[src/rtl/seq_accumulator_if.sv]
// Sample-in / frame-result-out handshake bundle for seq_accumulator.
// master = upstream/downstream environment, slave = the accumulator.
interface seq_accumulator_if #(
    parameter int N = 8
);
    logic                in_valid;
    logic                in_ready;
    logic signed [N-1:0] in_data;
    logic                out_valid;
    logic                out_ready;
    logic signed [N-1:0] out_sum;
    logic                out_ovf;

    modport master (
        output in_valid, in_data, out_ready,
        input  in_ready, out_valid, out_sum, out_ovf
    );

    modport slave (
        input  in_valid, in_data, out_ready,
        output in_ready, out_valid, out_sum, out_ovf
    );
endinterface

[src/rtl/seq_accumulator.sv]
// Frame accumulator: sums LEN signed samples, holds the sum and a sticky overflow flag until taken.
// Build option: define ACC_SAT_EN to clamp the running sum on overflow instead of wrapping.
module seq_accumulator #(
    parameter int N   = 8,
    parameter int LEN = 4
) (
    input logic              clk,
    input logic              rstn,
    input logic              clr,
    seq_accumulator_if.slave bus
);
    localparam int               CNT_W = $clog2(LEN + 1);
    localparam logic [CNT_W-1:0] LAST  = CNT_W'(LEN - 1);

    typedef enum logic {ACC, HOLD} state_t;

    state_t              state;
    logic signed [N-1:0] acc;
    logic [CNT_W-1:0]    cnt;
    logic                ovf;

    logic                accept_p0;
    logic signed [N-1:0] raw_p0;
    logic signed [N-1:0] sum_p0;
    logic                ovf_p0;

    function automatic logic ovf_detect(input logic signed [N-1:0] a,
                                        input logic signed [N-1:0] b,
                                        input logic signed [N-1:0] r);
        return (a[N-1] == b[N-1]) && (r[N-1] != a[N-1]);
    endfunction

`ifdef ACC_SAT_EN
    localparam logic signed [N-1:0] SMAX = {1'b0, {(N-1){1'b1}}};
    localparam logic signed [N-1:0] SMIN = {1'b1, {(N-1){1'b0}}};

    // Overflow direction follows the (shared) operand sign.
    function automatic logic signed [N-1:0] saturate(input logic neg);
        return neg ? SMIN : SMAX;
    endfunction
`endif

    always_comb begin
        accept_p0 = (state == ACC) && bus.in_valid;
        raw_p0    = acc + bus.in_data;
        ovf_p0    = ovf_detect(acc, bus.in_data, raw_p0);
`ifdef ACC_SAT_EN
        sum_p0    = ovf_p0 ? saturate(acc[N-1]) : raw_p0;
`else
        sum_p0    = raw_p0;
`endif
    end

    // ---- stage p0 -> registered frame state ----
    always_ff @(posedge clk or negedge rstn) begin
        if (!rstn) begin
            state <= ACC;
            acc   <= '0;
            cnt   <= '0;
            ovf   <= 1'b0;
        end else if (clr) begin
            state <= ACC;
            acc   <= '0;
            cnt   <= '0;
            ovf   <= 1'b0;
        end else begin
            case (state)
                ACC: begin
                    if (accept_p0) begin
                        acc <= sum_p0;
                        cnt <= cnt + CNT_W'(1);
                        ovf <= ovf | ovf_p0;
                        if (cnt == LAST) state <= HOLD;
                    end
                end
                HOLD: begin
                    // The handshake cycle is a bubble: nothing is accepted until back in ACC.
                    if (bus.out_ready) begin
                        state <= ACC;
                        acc   <= '0;
                        cnt   <= '0;
                        ovf   <= 1'b0;
                    end
                end
                default: state <= ACC;
            endcase
        end
    end

    assign bus.in_ready  = (state == ACC);
    assign bus.out_valid = (state == HOLD);
    assign bus.out_sum   = acc;
    assign bus.out_ovf   = ovf;
endmodule

[src/flat_wrapper.sv]
// flat-port wrapper written by rule: the top's interface ports become plain ports
module seq_accumulator_flat 
#(
    parameter int N   = 8,
    parameter int LEN = 4
)
  (clk, rstn, clr, bus_in_valid, bus_in_data, bus_out_ready, bus_in_ready, bus_out_valid, bus_out_sum, bus_out_ovf);
  seq_accumulator_if #(.N(N)) bus_i ();
  input logic clk;
  input logic rstn;
  input logic clr;
  input wire logic [$bits(bus_i.in_valid)-1:0] bus_in_valid;
  input wire logic [$bits(bus_i.in_data)-1:0] bus_in_data;
  input wire logic [$bits(bus_i.out_ready)-1:0] bus_out_ready;
  output wire logic [$bits(bus_i.in_ready)-1:0] bus_in_ready;
  output wire logic [$bits(bus_i.out_valid)-1:0] bus_out_valid;
  output wire logic [$bits(bus_i.out_sum)-1:0] bus_out_sum;
  output wire logic [$bits(bus_i.out_ovf)-1:0] bus_out_ovf;
  assign bus_i.in_valid = bus_in_valid;
  assign bus_i.in_data = bus_in_data;
  assign bus_i.out_ready = bus_out_ready;
  assign bus_in_ready = bus_i.in_ready;
  assign bus_out_valid = bus_i.out_valid;
  assign bus_out_sum = bus_i.out_sum;
  assign bus_out_ovf = bus_i.out_ovf;
  seq_accumulator #(.N(N), .LEN(LEN)) u_core (.clk(clk), .rstn(rstn), .clr(clr), .bus(bus_i));
endmodule
[config.mk]
export PLATFORM = sky130hd
export DESIGN_NAME = seq_accumulator_flat
export DESIGN_NICKNAME = d
export VERILOG_FILES = /design/src/rtl/seq_accumulator_if.sv /design/src/rtl/seq_accumulator.sv /design/src/flat_wrapper.sv
export SDC_FILE = /design/constraint.sdc
export NUM_CORES = 1
export LEC_CHECK = 0
export BUFFER_PORTS_ARGS = -buffer_cell sky130_fd_sc_hd__clkbuf_2
export CORE_MARGIN = 2
export CORE_UTILIZATION = 53
export DETAILED_ROUTE_END_ITERATION = 16
export GPL_ROUTABILITY_DRIVEN = 1
export PLACE_DENSITY = 0.81
export SYNTH_ARGS = -nofsm -noshare
export SYNTH_HDL_FRONTEND = slang
export SYNTH_SLANG_ARGS = --single-unit
[constraint.sdc]
create_clock -name clk -period 4.7 [get_ports clk]
set_clock_uncertainty 0.05 [all_clocks]
set_input_delay 0.47 -clock clk [delete_from_list [all_inputs] [get_ports clk]]
set_output_delay 0.47 -clock clk [all_outputs]
set_load 0.005 [all_outputs]
# Yosys cells after proc, flatten, opt, wreduce, memory -nomap -nowiden
# Cells that the tools add are included.
[totals] register_bits=13 input_bits=13 out_inout_bits=11 elab_cells=33
[op_classes] addsub=2 eq_ne=5 muxes=17 bitwise=2 n_reduce_logical=3
[op_table] cell="$mux 8" count=3
[op_table] cell="$pmux 8 s2" count=1
[op_table] cell="$mux 3" count=3
[op_table] cell="$add 8x8->8" count=1
[op_table] cell="$mux 1" count=7
[op_table] cell="$pmux 3 s2" count=1
[op_table] cell="$pmux 1 s2" count=2
[op_table] cell="$add 3x1->3 const B" count=1
[op_table] cell="$eq 3x2->1 const B" count=1
[op_table] cell="$ne 3x2->1 const B" count=1
[op_table] cell="$ne 3x3->1 const B" count=1
[op_table] cell="$logic_and 1x1->1" count=2
[op_table] cell="$reduce_and 2->1" count=1
[op_table] cell="$eq 1x1->1" count=1
[op_table] cell="$ne 1x1->1" count=1
[op_table] cell="$not 1->1" count=1
[op_table] cell="$or 1x1->1" count=1

# Depth between registers and ports, before layout
# Gate-level depths: netlist of the first run.
[depth] ltp_word=7 mapped_depth=7 ltp_nobuf=7

# Worst setup path after synthesis of the first run
# No wires, ideal clock.
[synth_timing] path_kind="input -> register" from="input port bus_in_data[0]" to="register u_core.acc[6], in the netlist u_core.bus.out_sum[6]" setup_time_ps=130 t_arrival_ps=1743 t_required_ps=4520 setup_slack_ps=2777 cell_stages=7 path_buffers=0 cell_sequence="ha_1 > fa_1 > a21o_1 > a211oi_1 > o21bai_1 > xnor2_1 > o21ai_0"
[synth_between] elab_chain_len=4
[synth_rtl] item="start, declared" line_no="flat_wrapper.sv:13" rtl="input wire logic [$bits(bus_i.in_data)-1:0] bus_in_data;"
[synth_rtl] item="$add 8x8->8" line_no="seq_accumulator.sv:45" rtl="raw_p0 = acc + bus.in_data;"
[synth_rtl] item="$mux 8" line_no="seq_accumulator.sv:69" rtl="if (accept_p0) begin"
[synth_rtl] item="$pmux 8 s2" line_no="seq_accumulator.sv:67" rtl="case (state)"
[synth_rtl] item="$mux 8" line_no="seq_accumulator.sv:61" rtl="end else if (clr) begin"
[synth_rtl] item="end signal, assigned" line_no="seq_accumulator.sv:70" rtl="acc <= sum_p0;"
[synth_rtl] item="end, declared" line_no="seq_accumulator.sv:18" rtl="logic signed [N-1:0] acc;"
# No other way between the ends. The select of a mux whose other input is x is not followed.
# A chain may end at the register's enable or synchronous reset.

# Worst setup path after layout of the first run
[layout_timing] from="register u_core.acc[0], in the netlist u_core.bus.out_sum[0]" to="register u_core.acc[6], in the netlist u_core.bus.out_sum[6]"
[layout_between] elab_chain_len=4
[layout_rtl] item="$add 8x8->8" line_no="seq_accumulator.sv:45"
[layout_rtl] item="$mux 8" line_no="seq_accumulator.sv:69"
[layout_rtl] item="$pmux 8 s2" line_no="seq_accumulator.sv:67"
[layout_rtl] item="$mux 8" line_no="seq_accumulator.sv:61"
# No other way between the ends. The select of a mux whose other input is x is not followed.

==> results of run 1 <==
-- sequential cells by signal (all words and copies together), names as in the netlist --
name,cells
u_core.bus.out_valid,1
u_core.bus.out_ovf,1
u_core.cnt,3
u_core.bus.out_sum,8
-- cell usage after synthesis --
| cell type | number |
|---|---|
| o211ai_1 | 2 |
| nand2_1 | 13 |
| nor2b_1 | 2 |
| fa_1 | 1 |
| a21oi_4 | 1 |
| nor3b_1 | 1 |
| a2bb2oi_1 | 1 |
| buf_6 | 1 |
| o21a_1 | 2 |
| nor3_1 | 1 |
| mux2i_1 | 2 |
| and3_1 | 1 |
| ha_1 | 9 |
| a22o_1 | 3 |
| a21o_1 | 2 |
| xor2_1 | 5 |
| a211oi_1 | 2 |
| xnor2_1 | 1 |
| nor2_1 | 4 |
| dfrtp_1 | 13 |
| o21ai_0 | 8 |
| a21oi_1 | 4 |
| inv_1 | 2 |
| and2_2 | 1 |
| o21bai_1 | 1 |
-- through the flow --
stage                     std cells  power [mW]
after global placement          121      0.2340
after CTS                       125      0.3097
after detailed placement        121      0.2374
final                           125      0.3064
after floorplan                  83      0.2059
after global routing            125      0.3296
-- area by class of cell --
type,count,area (um^2)
fill,123,506.7
multi-input combinational,67,486.7
sequential,13,325.3
timing repair buffer,23,115.1
clock buffer,3,22.52
tap,16,20.02
inverter,2,7.507
clock inverter,1,5.005
-- power breakdown --
| part | switching, mW | internal [mW] | total, mW |
|---|---|---|---|
| logic | 0.0518 | 0.0476 | 0.0994 |
| registers | 0.0117 | 0.124 | 0.136 |
| clock network | 0.0396 | 0.0315 | 0.0711 |
| total | 0.103 | 0.203 | 0.306 |
-- cell families after synthesis --
group                      count (synthesis)
AOI/OAI and AO/OA                         26
xor gates and xnor gates                   6
adders and majority gates                 10
buffers and inverters                      3
DFF                                       13
muxes                                      2
and+or+nand+nor                           23
-- path summary, 6_finish.rpt --
check / start / to / slack [ps] / cells past startpoint
max: u_core.bus.out_sum[0]$_DFFE_PN0P_ / u_core.bus.out_sum[6]$_DFFE_PN0P_ / 2730 / 7
min: rstn / u_core.bus.out_valid$_DFF_PN0_ / 20 / 1
max reg2reg: u_core.bus.out_sum[0]$_DFFE_PN0P_ / u_core.bus.out_sum[6]$_DFFE_PN0P_ / 2730 / 7
min reg2reg: u_core.bus.out_ovf$_DFFE_PN0P_ / u_core.bus.out_ovf$_DFFE_PN0P_ / 440 / 2
max in group asynchronous: rstn / u_core.bus.out_sum[4]$_DFFE_PN0P_ / 4330 / 1
min in group clk: clr / u_core.bus.out_valid$_DFF_PN0_ / 320 / 2
-- routing by layer --
metal | global-route usage [%] | share of wire (%) | vias to the layer above | wire [um]
li1 | - | - | 352 | -
met4 | 3.636 | 0.24 | 0 | 4
met1 | 29.60 | 46 | 330 | 763
met5 | 0 | 0 | - | 0
met3 | 3.750 | 3.9 | 2 | 65
met2 | 34.12 | 50 | 17 | 817
-- worst max-delay path: cells and delay by family, from the launching register on --
kind | cells | cell delay [ps]
flops | 1 | 400
xor+xnor | 1 | 120
fa+ha+maj | 2 | 640
compound gates | 4 | 680
==> results.txt, run 1 <==
Worst path slowest cell -> dfrtp_1
Post-synthesis xor/xnor area fraction -> 6.325%
Inserted Clock Buffers -> 3
Final setup margin -> 2727 ps
H-tree level count -> 1
Die ar. -> 0.001900 mm^2
Congestion Overflow GR -> 0
Total negative slack -> 0 ps
CTS tree -> done
Post-CTS Hold Buffers -> 0
Status -> finished clean
Post-route cell area -> 982.2 um^2
Synthesis Warnings -> 0
Mux contribution to synthesized area -> 2.410%
Top post-synthesis cells by area -> dfrtp_1 39%, ha_1 14%, nand2_1 5.9%
Worst skew pair latency -> 280 ps
Iter 0 DRT Violations -> 11
Most frequent cells in the layout -> 23 x clkbuf_2, 13 x nand2_1, 13 x dfrtp_1, 9 x ha_1, 8 x o21ai_0
Drt wl/cell -> 13.20 um
Post-synth top area share -> 39.16%
Max FO, Critical Path -> 3
Routed Wire Length -> 1650 um
Top-Level Pins -> 24
Fin crit period -> 1973 ps
Max-slew headroom -> 45.33%
Num rows -> 14
Register bit total from synthesis -> 13
Die Width -> 43.59 um
Detailed placement HPWL -> 1285 um
Die height -> 43.59 um
Commonest non-fill, non-tap cell in the layout -> clkbuf_2
First-pass GRT wire length -> 2987 um
Final worst path period share -> 41.97%
Clock root buffer -> clkbuf_4
Compound-Gate Fraction of Synth Area -> 21.54%
Starting Density -> 55.80%
Largest net degree at the start of global routing -> 14
Simple-gate share of the synthesized area -> 12.35%
Data arrival, critical path -> 2120 ps
Post-synth cell types -> 25
Via count -> 701
Max-cap viol count -> 0
Main combinational cell family by area after synthesis -> compound AO/OA/AOI/OAI gates
Post-CTS sizing -> 0
Clock buffer depth -> 2
CP peak stage delay -> 400 ps
Slew Limit Fails -> 0
Postcts setup bufs -> 0
Diode count -> 0
Post-DP Area -> 954.7 um^2
Worst Path Required -> 4850 ps
Area Overhead vs Synth -> 18.22%
Layout cells sized above 1 -> 26.61%
CTS clk-pin slew, worst paths -> 90 ps
CP Cell Sequence -> ha_1, fa_1, a21o_1, a211oi_1, o21bai_1, xnor2_1, o21ai_0
Vias per cell -> 5.608
Pwr Density -> 312.0 mW/mm^2
Crit Path Class -> reg2reg
Clock sink count -> 13
Core Area -> 0.001489 mm^2
Post-Synth Adder-Cell Area -> 15.96%
Final setup violation count -> 0
Syn Std Cell Area -> 830.8 um^2
Layout Nets -> 133
RSZ-0062 raised after global routing -> no
Port bufs -> 23
DRC violation count after routing -> 0
Crit path launch type -> register
Antenna violations before repair -> 0
Syn Nets -> 106
DP Worst Slack -> 2577 ps
Fmax -> 506.9 MHz
Yosys top cell by area -> dfrtp_1
Worst Tran Pin Value -> 818.4 ps
Final ANT Viol Nets -> 0
Hold crit path type -> in2async
All-Layer GR Usage -> 20.95%
Maximum vdd drop -> 0.1356 mV
Synth Area per Inst -> 10.01 um^2
Pre-Repair DR Iteration Count -> 4
Final core utilization -> 65.97%
Seq/Total Area, Yosys -> 39.16%
Worst Hold Slack -> 21.86 ps
Mapped Cells -> 83
RePlAce Congestion -> 0.7676
Vias in the first global route -> 684
Crit. End Element -> register
Final hold violations -> 0
Leakage -> 0.5080 nW
(Power assumes the default switching activity.)
==> run 2, diff against run 1 <==
--- a/config.mk
+++ b/config.mk
@@ -7,10 +7,10 @@
 export LEC_CHECK = 0
 export BUFFER_PORTS_ARGS = -buffer_cell sky130_fd_sc_hd__clkbuf_2
 export CORE_MARGIN = 2
-export CORE_UTILIZATION = 53
+export CORE_UTILIZATION = 45
 export DETAILED_ROUTE_END_ITERATION = 16
 export GPL_ROUTABILITY_DRIVEN = 1
-export PLACE_DENSITY = 0.81
+export PLACE_DENSITY = 0.74
 export SYNTH_ARGS = -nofsm -noshare
 export SYNTH_HDL_FRONTEND = slang
 export SYNTH_SLANG_ARGS = --single-unit
==> constraint.sdc (replaced) <==
create_clock -name clk -period 1.7 [get_ports clk]
set_clock_uncertainty 0.05 [all_clocks]
set_input_delay 0.17 -clock clk [delete_from_list [all_inputs] [get_ports clk]]
set_output_delay 0.17 -clock clk [all_outputs]
set_load 0.005 [all_outputs]
==> run 2 against run 1 <==
  * The flow now finishes with violations (negative setup slack)
  * Routed wire length rose by 14%
  * Sequential power rose to 2.8 times the previous value
  * Count of clock-buffer cells in the layout stayed put
  * Critical endpoint is now u_core.bus.out_sum[4]$_DFFE_PN0P_
  * First-iteration DRC count down 18%
  * Maximum frequency grew 12%
  * Clock power rose to 2.7 times the previous value
  * Combinational power rose to 3.7 times the previous value
  * Sequential share of layout area down 4.8 points
  * Cell count grew 18%
  * Sequential cell count is the same
  * Design area increased by 17%
==> results.txt, run 2 (synthesis results as in run 1) <==
Status -> finished, violations left
Failing checks -> negative setup slack
Pwr Density -> 815.7 mW/mm^2 (+160%)
CTS tree -> done
Area Overhead vs Synth -> 38.86%
First-pass GRT wire length -> 2939 um (-1.6%)
Final worst path period share -> 103.4% (+61 points)
Commonest non-fill, non-tap cell in the layout -> clkbuf_2
Worst Path Buf+Inv -> 1 (+1)
RePlAce Congestion -> 0.7372 (-4.0%)
Worst Hold Slack -> 24.50 ps (+2.646 ps)
CP peak stage delay -> 390 ps (about the same)
Final ANT Viol Nets -> 0 (unchanged)
Gate power share -> 39.5% (+7.1 points)
Post-Layout Cell Count -> 148 (+18%)
Layout cells sized above 1 -> 41.46% (+15 points)
Hold crit path type -> in2reg
Detailed placement HPWL -> 1436 um (+12%)
Pre-Repair DR Iteration Count -> 4 (unchanged)
Vias in the first global route -> 730 (+6.7%)
Clock power frac -> 20.5% (-2.7 points)
H-tree level count -> 1 (unchanged)
DRC violation count after routing -> 0 (unchanged)
Num rows -> 15 (+1)
Congestion Overflow GR -> 0 (unchanged)
Worst skew pair latency -> 270 ps (about the same)
CTS clk-pin slew, worst paths -> 90 ps (about the same)
Slew Limit Fails -> 0 (unchanged)
Top-Level Pins -> 24 (unchanged)
FILL cells -> 149 (+21%)
Clock buffer depth -> 2 (unchanged)
Largest net degree at the start of global routing -> 14 (unchanged)
Internal power -> 0.6290 mW (+210%)
Max-cap viol count -> 0 (unchanged)
Max-slew headroom -> 77.32% (+32 points)
Net load switching power -> 0.3120 mW (+200%)
Starting Density -> 48.12% (-7.7 points)
All-Layer GR Usage -> 18.92% (-2.0 points)
Vias per cell -> 5.068 (-9.6%)
Most frequent cells in the layout -> 23 x clkbuf_2, 13 x nand2_1, 13 x buf_4, 12 x dfrtp_1
Sw Ratio -> 33.16% (-0.48 points)
Inserted Clock Buffers -> 3 (unchanged)
Data arrival, critical path -> 1870 ps (-250 ps)
Final setup margin -> -58.48 ps (-2786 ps)
Drt wl/cell -> 12.75 um (-3.4%)
Total negative slack -> -145.0 ps (-145.0 ps)
Total chip power -> 0.9410 mW (+210%)
Clock root buffer -> clkbuf_4
Die Width -> 46.97 um (+7.7%)
Largest register FFs -> 8 (unchanged)
Worst path slowest cell -> dfrtp_1
Die ar. -> 0.002206 mm^2 (+16%)
Fin crit period -> 1758 ps (-214.3 ps)
Die height -> 46.97 um (+7.7%)
CP Cell Sequence -> ha_2, fa_2, a21o_1, buf_4, a21oi_2, xor2_1, o21ai_0
RSZ-0062 raised after global routing -> yes
Seq pwr share -> 40.0% (-4.4 points)
Antenna violations before repair -> 0 (unchanged)
Leakage -> 0.5745 nW (+13%)
Final hold violations -> 0 (unchanged)
Port bufs -> 23 (unchanged)
Diode count -> 0 (unchanged)
Crit Path Class -> reg2reg
DP Worst Slack -> -111.9 ps (-2689 ps)
Worst Tran Pin Value -> 340.1 ps (-478.2 ps)
Core Area -> 0.001727 mm^2 (+16%)
Fmax -> 568.7 MHz (+12%)
Iter 0 DRT Violations -> 9 (-2)
Final setup violation count -> 3 (+3)
Maximum vdd drop -> 0.4200 mV (+210%)
Via count -> 750 (+7.0%)
Placed Instances -> 139 (+15%)
Clock sink count -> 13 (unchanged)
Crit. End Element -> register
Max FO, Critical Path -> 2 (-1)
Crit path launch type -> register
Layout Nets -> 147 (+11%)
Routed Wire Length -> 1887 um (+14%)
Crit-path leading delay family -> adder cells
Worst Path Required -> 1810 ps (-3040 ps)
==> run 2: cell types whose count changed in the layout (fill, tap and decap cells not counted), moves of 2 or more <==
cell / delta
a211oi_1: -2
a211oi_2: +2
buf_4: +13
ha_1: -3
ha_4: +2
o21ai_0: -2
o21ai_1: +2
==> run 2: worst paths after layout <==
path	cells past startpoint	slack, ps	from	end
max in group asynchronous	2	1060	rstn	u_core.bus.out_sum[1]$_DFFE_PN0P_
worst min-delay path	2	20	clr	u_core.bus.out_valid$_DFF_PN0_
worst min register to register	2	430	u_core.bus.out_ovf$_DFFE_PN0P_	u_core.bus.out_ovf$_DFFE_PN0P_
worst max register to register	7	-60	u_core.bus.out_sum[0]$_DFFE_PN0P_	u_core.bus.out_sum[4]$_DFFE_PN0P_
min in group asynchronous	2	270	rstn	u_core.bus.out_sum[2]$_DFFE_PN0P_
worst max-delay path	7	-60	u_core.bus.out_sum[0]$_DFFE_PN0P_	u_core.bus.out_sum[4]$_DFFE_PN0P_
==> run 2: timing repair <==
action / 4_1_cts / 5_1_grt
setup buffers: 2 / 2
gates resized for setup: 4 / 4
endpoints found under the hold margin: 13 / 0
hold buffers: 1 / 0
pin swaps: 2 / 5
setup endpoints to repair: 5 / 5
==> run 2: power by group through the flow <==
stage / logic (mW) / registers, mW / clock network, mW
after global placement: 0.316 / 0.378 / 0
final: 0.372 / 0.376 / 0.193
after CTS: 0.350 / 0.375 / 0.197
after global routing: 0.413 / 0.381 / 0.213
after detailed placement: 0.326 / 0.380 / 0
after floorplan: 0.195 / 0.379 / 0
==> run 2: area by class of cell <==
| cell class | count | area [um^2] | area share (%) |
|---|---|---|---|
| tap | 25 | 31.28 | 2.711 |
| sequential | 13 | 326.6 | 28.31 |
| clock buffer | 3 | 22.52 | 1.952 |
| inverter | 2 | 7.507 | 0.6508 |
| multi-input combinational | 67 | 538.0 | 46.64 |
| timing repair buffer | 37 | 222.7 | 19.31 |
| clock inverter | 1 | 5.005 | 0.4338 |
==> run 2: metal layers <==
| metal | wire (um) | GRT usage (%) |
|---|---|---|
| met1 | 859 | 23.44 |
| met2 | 962 | 32.60 |
| met3 | 66 | 3.462 |
| met5 | 0 | 0 |
| met4 | 0 | 7.222 |
==> run 2: per-stage QoR <==
step	cell area (um^2)	util, %
finish	1154	66.81
global route	1154	66.81
CTS	1115	64.57
detailed placement	1044	60.43
global placement	1044	60.43
floorplan	840.8	-
